--- src/rtl/pio_tx_feeder.sv ---
// pio_tx_feeder: buffers a byte stream in a small FIFO and feeds it to one
// PIO state machine TX FIFO as PUSH actions, throttled by that machine's full flag.
//
// Ports:
//   clk, reset        system clock, synchronous active-high reset
//   in_data/in_valid  upstream byte and its valid
//   in_ready          local FIFO can accept a byte
//   action/din/mindex registered PIO action bus (NONE=0, PUSH=4)
//   full/empty        PIO TX FIFO flags; only full[SM] steers the FSM
//   count             bytes held in the local FIFO
//   busy              FIFO not empty or a push sequence in progress
module pio_tx_feeder #(
    parameter int DEPTH = 4,
    parameter int SM    = 0
) (
    input  logic                     clk,
    input  logic                     reset,
    input  logic [7:0]               in_data,
    input  logic                     in_valid,
    output logic                     in_ready,
    output logic [3:0]               action,
    output logic [31:0]              din,
    output logic [1:0]               mindex,
    input  logic [3:0]               full,
    input  logic [3:0]               empty,
    output logic [$clog2(DEPTH):0]   count,
    output logic                     busy
);

    localparam int AW = $clog2(DEPTH);
    localparam int CW = AW + 1;

    localparam logic [1:0] S_IDLE  = 2'd0;
    localparam logic [1:0] S_ISSUE = 2'd1;
    localparam logic [1:0] S_HOLD  = 2'd2;

    localparam logic [3:0] ACT_NONE = 4'd0;
    localparam logic [3:0] ACT_PUSH = 4'd4;

    localparam logic [1:0]  SM_IDX    = 2'(SM);
    localparam logic [CW-1:0] DEPTH_C = CW'(DEPTH);

    logic [7:0]    mem [DEPTH];
    logic [AW-1:0] wr_ptr;
    logic [AW-1:0] rd_ptr;
    logic [1:0]    state;
    logic          wr;
    logic          pop;

    // Only full[SM] matters; the rest of full[] and all of empty[] are
    // observation-only inputs.
    logic unused_flags;
    assign unused_flags = ^{empty, full};

    assign in_ready = !reset && (count < DEPTH_C);
    assign wr       = in_valid && in_ready;
    assign pop      = (state == S_IDLE) && (count != '0) && !full[SM];
    assign busy     = (count != '0) || (state != S_IDLE);

    // Storage carries no reset; validity is tracked by count alone.
    always_ff @(posedge clk) begin
        if (wr) begin
            mem[wr_ptr] <= in_data;
        end
    end

    always_ff @(posedge clk) begin
        if (reset) begin
            wr_ptr <= '0;
            rd_ptr <= '0;
            count  <= '0;
        end else begin
            if (wr) begin
                wr_ptr <= wr_ptr + 1'b1;
            end
            if (pop) begin
                rd_ptr <= rd_ptr + 1'b1;
            end
            count <= count + CW'(wr) - CW'(pop);
        end
    end

    always_ff @(posedge clk) begin
        if (reset) begin
            state  <= S_IDLE;
            action <= ACT_NONE;
            din    <= '0;
            mindex <= SM_IDX;
        end else begin
            mindex <= SM_IDX;
            case (state)
                S_IDLE: begin
                    if (pop) begin
                        action <= ACT_PUSH;
                        din    <= {24'h0, mem[rd_ptr]};
                        state  <= S_ISSUE;
                    end else begin
                        action <= ACT_NONE;
                    end
                end
                S_ISSUE: begin
                    action <= ACT_NONE;
                    din    <= '0;
                    state  <= S_HOLD;
                end
                // Dead cycle: lets the PIO full flag reflect the push
                // before IDLE samples it again.
                S_HOLD: begin
                    action <= ACT_NONE;
                    state  <= S_IDLE;
                end
                default: begin
                    action <= ACT_NONE;
                    din    <= '0;
                    state  <= S_IDLE;
                end
            endcase
        end
    end

endmodule
--- config.mk ---
export PLATFORM = sky130hd
export DESIGN_NAME = pio_tx_feeder
export DESIGN_NICKNAME = d
export VERILOG_FILES = /design/src/rtl/pio_tx_feeder.sv
export SDC_FILE = /design/constraint.sdc
export NUM_CORES = 1
export LEC_CHECK = 0
export CELL_PAD_IN_SITES_DETAIL_PLACEMENT = 2
export CELL_PAD_IN_SITES_GLOBAL_PLACEMENT = 2
export CORE_UTILIZATION = 29
export DETAILED_ROUTE_END_ITERATION = 8
export HOLD_SLACK_MARGIN = 0.03
export PLACE_DENSITY = 0.77
export SYNTH_ARGS = -nofsm -noshare
export SYNTH_HDL_FRONTEND = slang
export SYNTH_SLANG_ARGS = --single-unit
--- constraint.sdc ---
create_clock -name clk -period 2.3 [get_ports clk]
set_clock_uncertainty 0.2 [all_clocks]
set_input_delay 0.23 -clock clk [delete_from_list [all_inputs] [get_ports clk]]
set_output_delay 0.23 -clock clk [all_outputs]
set_load 0.02 [all_outputs]
Yosys cells after proc, flatten, opt, wreduce, memory -nomap -nowiden
Memory sizes are Yosys's and may differ from the RTL's. A register that Yosys moved wholly into a read port is not among the register bits.
Index checks and enable logic that the tools add are counted.
Widths: inputs -> output; s select.
{"block": "word_totals", "regBits": 45, "word_cells": 38, "input_bits": 19, "out_inout_bits": 43, "ram_bits": 32, "mem_count": 1, "latch_bits": 0, "mem_bits_ro": 0}
{"block": "classes", "n_eq_ne": 3, "n_addsub": 4, "shifts": 0, "n_reduce_logical": 12, "n_mux": 9, "order_cmp": 1, "multipliers": 0, "div": 0, "bitwise": 2}
{"name": "mem", "depth": 4, "word_bits": 8, "rd": 1, "rd_clocked_by_memory_dff": 1, "wr": 1, "line": "43", "source": "logic [7:0] mem [DEPTH];"}
{"cell": "$pmux 32 s2", "count": 1}
{"cell": "$mux 32", "count": 1}
{"cell": "$mux 2", "count": 3}
{"cell": "$add 2x1->2 const B", "count": 2}
{"cell": "$logic_and 1x1->1", "count": 4}
{"cell": "$pmux 2 s2", "count": 1}
{"cell": "$add 3x1->3", "count": 1}
{"cell": "$lt 3x3->1 const B", "count": 1}
{"cell": "$mux 3", "count": 1}
{"cell": "$reduce_bool 3->1", "count": 1}
{"cell": "$sub 3x1->3", "count": 1}
{"cell": "$eq 2x1->1 const B", "count": 1}
{"cell": "$eq 2x2->1 const B", "count": 1}
{"cell": "$logic_not 1->1", "count": 2}
{"cell": "$logic_not 2->1", "count": 1}
{"cell": "$mux 1", "count": 2}
{"cell": "$ne 2x2->1 const B", "count": 1}
{"cell": "$not 1->1", "count": 2}
{"cell": "$reduce_and 2->1", "count": 1}
{"cell": "$reduce_bool 2->1", "count": 1}
{"cell": "$reduce_or 2->1", "count": 1}
{"cell": "$logic_or 1x1->1", "count": 1}

Depth between registers and ports, before layout
{"block": "logic_depth", "ltp_word": 5, "depth_mapped": 9, "ltp_nobuf": 8}

Worst setup path before layout
Ideal clock, no wire load.
{"block": "synth_path", "kind": "register to register", "from": "register count[2]", "to": "register count[1]", "path_buffers": 0, "stages_incl_launch_ff": 8, "slack_ns": -0.063, "t_required_ns": 1.971, "t_arrival_ns": 2.034, "setup_ns": 0.129, "cell_sequence": "dfxtp_1 -> nor3_2 -> nor4_1 -> ha_1 -> inv_1 -> ha_1 -> fa_1 -> nor2b_1"}
{"block": "synth_between", "elab_cells_between_ends": 8, "cone_classes": "2 x add/sub; 1 x order compare; 5 x reduce/logical"}
{"element": "start, declared", "line": "26", "source": "output logic [$clog2(DEPTH):0] count,"}
{"element": "start signal, assigned", "line": "79", "source": "count <= count + CW'(wr) - CW'(pop);"}
{"element": "$reduce_bool 3->1", "line": "57", "source": "assign pop = (state == S_IDLE) && (count != '0) && !full[SM];"}
{"element": "$logic_and 1x1->1 (2 in series)", "line": "57"}
{"element": "via pop", "line": "48", "source": "logic pop;"}
{"element": "$sub 3x1->3", "line": "79"}
The timed path passes the listed nets, and every way through them passes these cells.
A chain may end at the register's enable or synchronous reset.

Worst setup path in the final report
{"block": "layout_path", "from": "input port reset", "to": "register count[2]"}
{"block": "layout_between", "elab_chain_cells": 5}
{"element": "start, declared", "line": "17", "source": "input logic reset,"}
{"element": "$logic_not 1->1", "line": "55", "source": "assign in_ready = !reset && (count < DEPTH_C);"}
{"element": "$logic_and 1x1->1", "line": "55"}
{"element": "$logic_and 1x1->1", "line": "56", "source": "assign wr = in_valid && in_ready;"}
{"element": "$add 3x1->3", "line": "79"}
{"element": "$sub 3x1->3", "line": "79"}
Parallel ways exist; a longest one is shown, timed or not.

==> results by group <==
STA
  – Unrepaired setup endpoints after global routing: no
  – Final Setup Violations: 0
  – Tcrit/Tclk final: 93.2%
  – Maximum clock frequency: 466 MHz
  – Tmin final: 2.14 ns
  – Max_slew headroom: 50.7%
  – Final worst slack: 0.156 ns
  – Final Max Tran Viols: 0
  – WHS: 0.268 ns
  – Worst-margin pin slew: 0.738 ns
  – Hold Fails Final Rpt: 0

Placement
  – Post-Place Setup Slack: -0.105 ns
  – Final HPWL DP: 3120 µm
  – GPL Wtd Cong: 0.719
  – Post-placement cell area: 2540 µm²
  – Placed cell count: 282
  – PortBufs: 25

Finish
  – Post-route cell area: 2650 µm²
  – Fin cells: 290
  – Area Overhead vs Synth: 18.7%
  – Fillers: 751
  – Final #Nets: 216
  – Fraction of layout cells with a size suffix above 1: 16.8%
  – # diodes: 0

Synth
  – Top-count cell post-synth: edfxtp_1
  – Share of the synthesized area in the top cell type: 43.0%
  – Yosys reg bits: 52
  – Yosys cell types: 31
  – Main synth FF type: edfxtp_1
  – Mapped Area: 2230 µm²
  – Mapped Cells: 155
  – Syn avg cell area: 14.4 µm²
  – Register area share after synthesis: 61.0%
  – Post-synth top cells: edfxtp_1, buf_4, dfxtp_1, nand2_1
  – Post-synth top area cell: edfxtp_1
  – Async S/R FF share, synth: 0%
  – YS warnings: 0
  – Number of synthesized flops with an enable pin: 32
  – Synth area leaders: edfxtp_1, dfxtp_1, buf_4

Global routing
  – Total congestion overflow: 0
  – Number of global-route vias before repair: 1,264
  – GRT met3 Usage: 2.96%
  – Gr usage total: 11.0%
  – Initial antenna violation count: 0
  – M1 GR Usage: 13.5%
  – GR Util met2: 18.3%
  – Largest net degree at the start of global routing: 18
  – GRT busiest layer: met2
  – First-pass GRT wire length: 6800 µm

Clock network
  – CTS sink cnt: 52
  – Post-CTS Setup Inserts: 0
  – Clk_lat worst skew: 0.30 ns
  – CTS buffer count: 5
  – H-tree levels: 2
  – CTS tree: done
  – CTS Root Cell: clkbuf_8
  – Clock slew at reported path FFs: 0.09 ns
  – Max Root-Sink Buffers: 2

Setup path
  – Max FO, Critical Path: 2
  – Crit path DAT: 2.14 ns
  – Ordered cell list for the critical path: clkdlybuf4s50_1 > nor3b_2 > inv_1 > ha_1 > inv_1 > ha_1 > fa_1 > xnor2_1 > nor2_1
  – Class of the most critical setup path: in -> reg
  – Worst EP required: 2.29 ns
  – Setup crit start kind: input pin
  – Crit path largest cell delay: 0.46 ns
  – CP max-delay cell: clkdlybuf4s50_1
  – R2R setup slack: 0.17 ns
  – Endpoint type of the worst setup path: register

Floorplan
  – Die Area: 8050 µm²
  – IO Count: 62
  – Row Count: 31
  – Core ar.: 7330 µm²
  – Initial Util: 30.4%
  – Die H: 89.7 µm
  – Die width: 89.7 µm

Drt
  – DR WL/cell: 14.3 µm
  – DRT iter0 DRCs: 30
  – TritonRoute pass-1 iters: 4
  – Mean number of vias per cell: 4.16
  – # DRC: 0
  – Antenna Nets Post-Route: 0
  – Total wire length: 4150 µm
  – Routed vias: 1,207

Min path
  – Hold Path Class: reg -> reg

Job
  – Max-cap violations: 0

Pwr
  – Power per cell area: 983 nW/µm²
  – Leak Pwr: 0.940 nW
  – Max rail drop VDD: 0.371 mV

Status
  – Run status: completed
-- repair_timing --
item	in CTS	in global routing
gates resized for setup	0	1
setup endpoints to repair	0	1
hold buffers	0	0
-- critical path, delay by kind of cell --
kind / cells / cell delay [ns]
adders and majority gates: 3 / 0.85
xor gates and xnor gates: 1 / 0.17
and+or+nand+nor: 2 / 0.30
buffers and inverters: 3 / 0.59
-- cell families (layout without fill, tap and decap cells) --
family / after synthesis / after routing / synth area share, %
XOR/XNOR: 3 / 3 / 1.18
buffers and inverters: 39 / 47 / 11.8
AO/OA/AOI/OAI: 11 / 11 / 3.92
adder cells (fa/ha/maj): 7 / 7 / 4.26
other: 1 / 29 / 0.168
multiplexers: 10 / 10 / 9.08
flip-flops: 52 / 52 / 61.0
AND/OR/NAND/NOR: 32 / 32 / 8.63
-- registers in the layout (all words and copies together), names as in the netlist, named ones only --
register	flops
action	1
count	3
din	8
mem	32
rd_ptr	2
state	2
wr_ptr	2
-- metal layers --
metal | share of wire, % | vias up
li1 | - | 564
met1 | 43 | 597
met2 | 50 | 41
met3 | 4.9 | 5
met4 | 1.4 | 0
met5 | 0 | -
-- cells in the final DEF, fill, tap and decap left out, types with 2 or more instances in the layout --
cell and n:
clkdlybuf4s50_1 25, clkinv_4 2, buf_4 8, o2bb2ai_1 8, nor2_1 5, ha_1 6
mux4_2 8, edfxtp_1 32, conb_1 29, nand2_1 10, clkbuf_8 5, and2_1 4
mux2_2 2, dfxtp_1 19, inv_1 6, nor2b_1 3, xnor2_1 3
-- cell type report --
cell class,count,area [µm²],share of cell area (%)
Clock buffer,6,93.8,3.54
Clock inverter,2,17.5,0.661
Inverter,6,22.5,0.850
Multi-Input combinational cell,92,719,27.1
Sequential cell,52,1360,51.4
Tap cell,99,124,4.67
Timing Repair Buffer,33,310,11.7
-- through the flow --
stage,total power (W),util (%),setup TNS (ns)
global route,0.00277,36.1,0
finish,0.00260,36.1,0
floorplan,0.00175,-,0
CTS,0.00265,36.1,0
global placement,0.00201,34.6,-0.114
detailed placement,0.00205,34.6,-0.192
-- path summary, 6_finish.rpt --
kind,startpoint,endpoint,cells after the start
worst max-delay path,reset,count[2],9
worst min-delay path,din[2],din[2],2
worst max register to register,count[2],count[2],8
worst min register to register,din[2],din[2],2
-- report_power, final --
part,total [W],internal [W],switching [W]
Clock,0.000589,0.000284,0.000305
Combinational,0.000799,0.000405,0.000394
Sequential,0.00122,0.00110,0.000111
No activity file was read; power rests on OpenSTA's default activity.
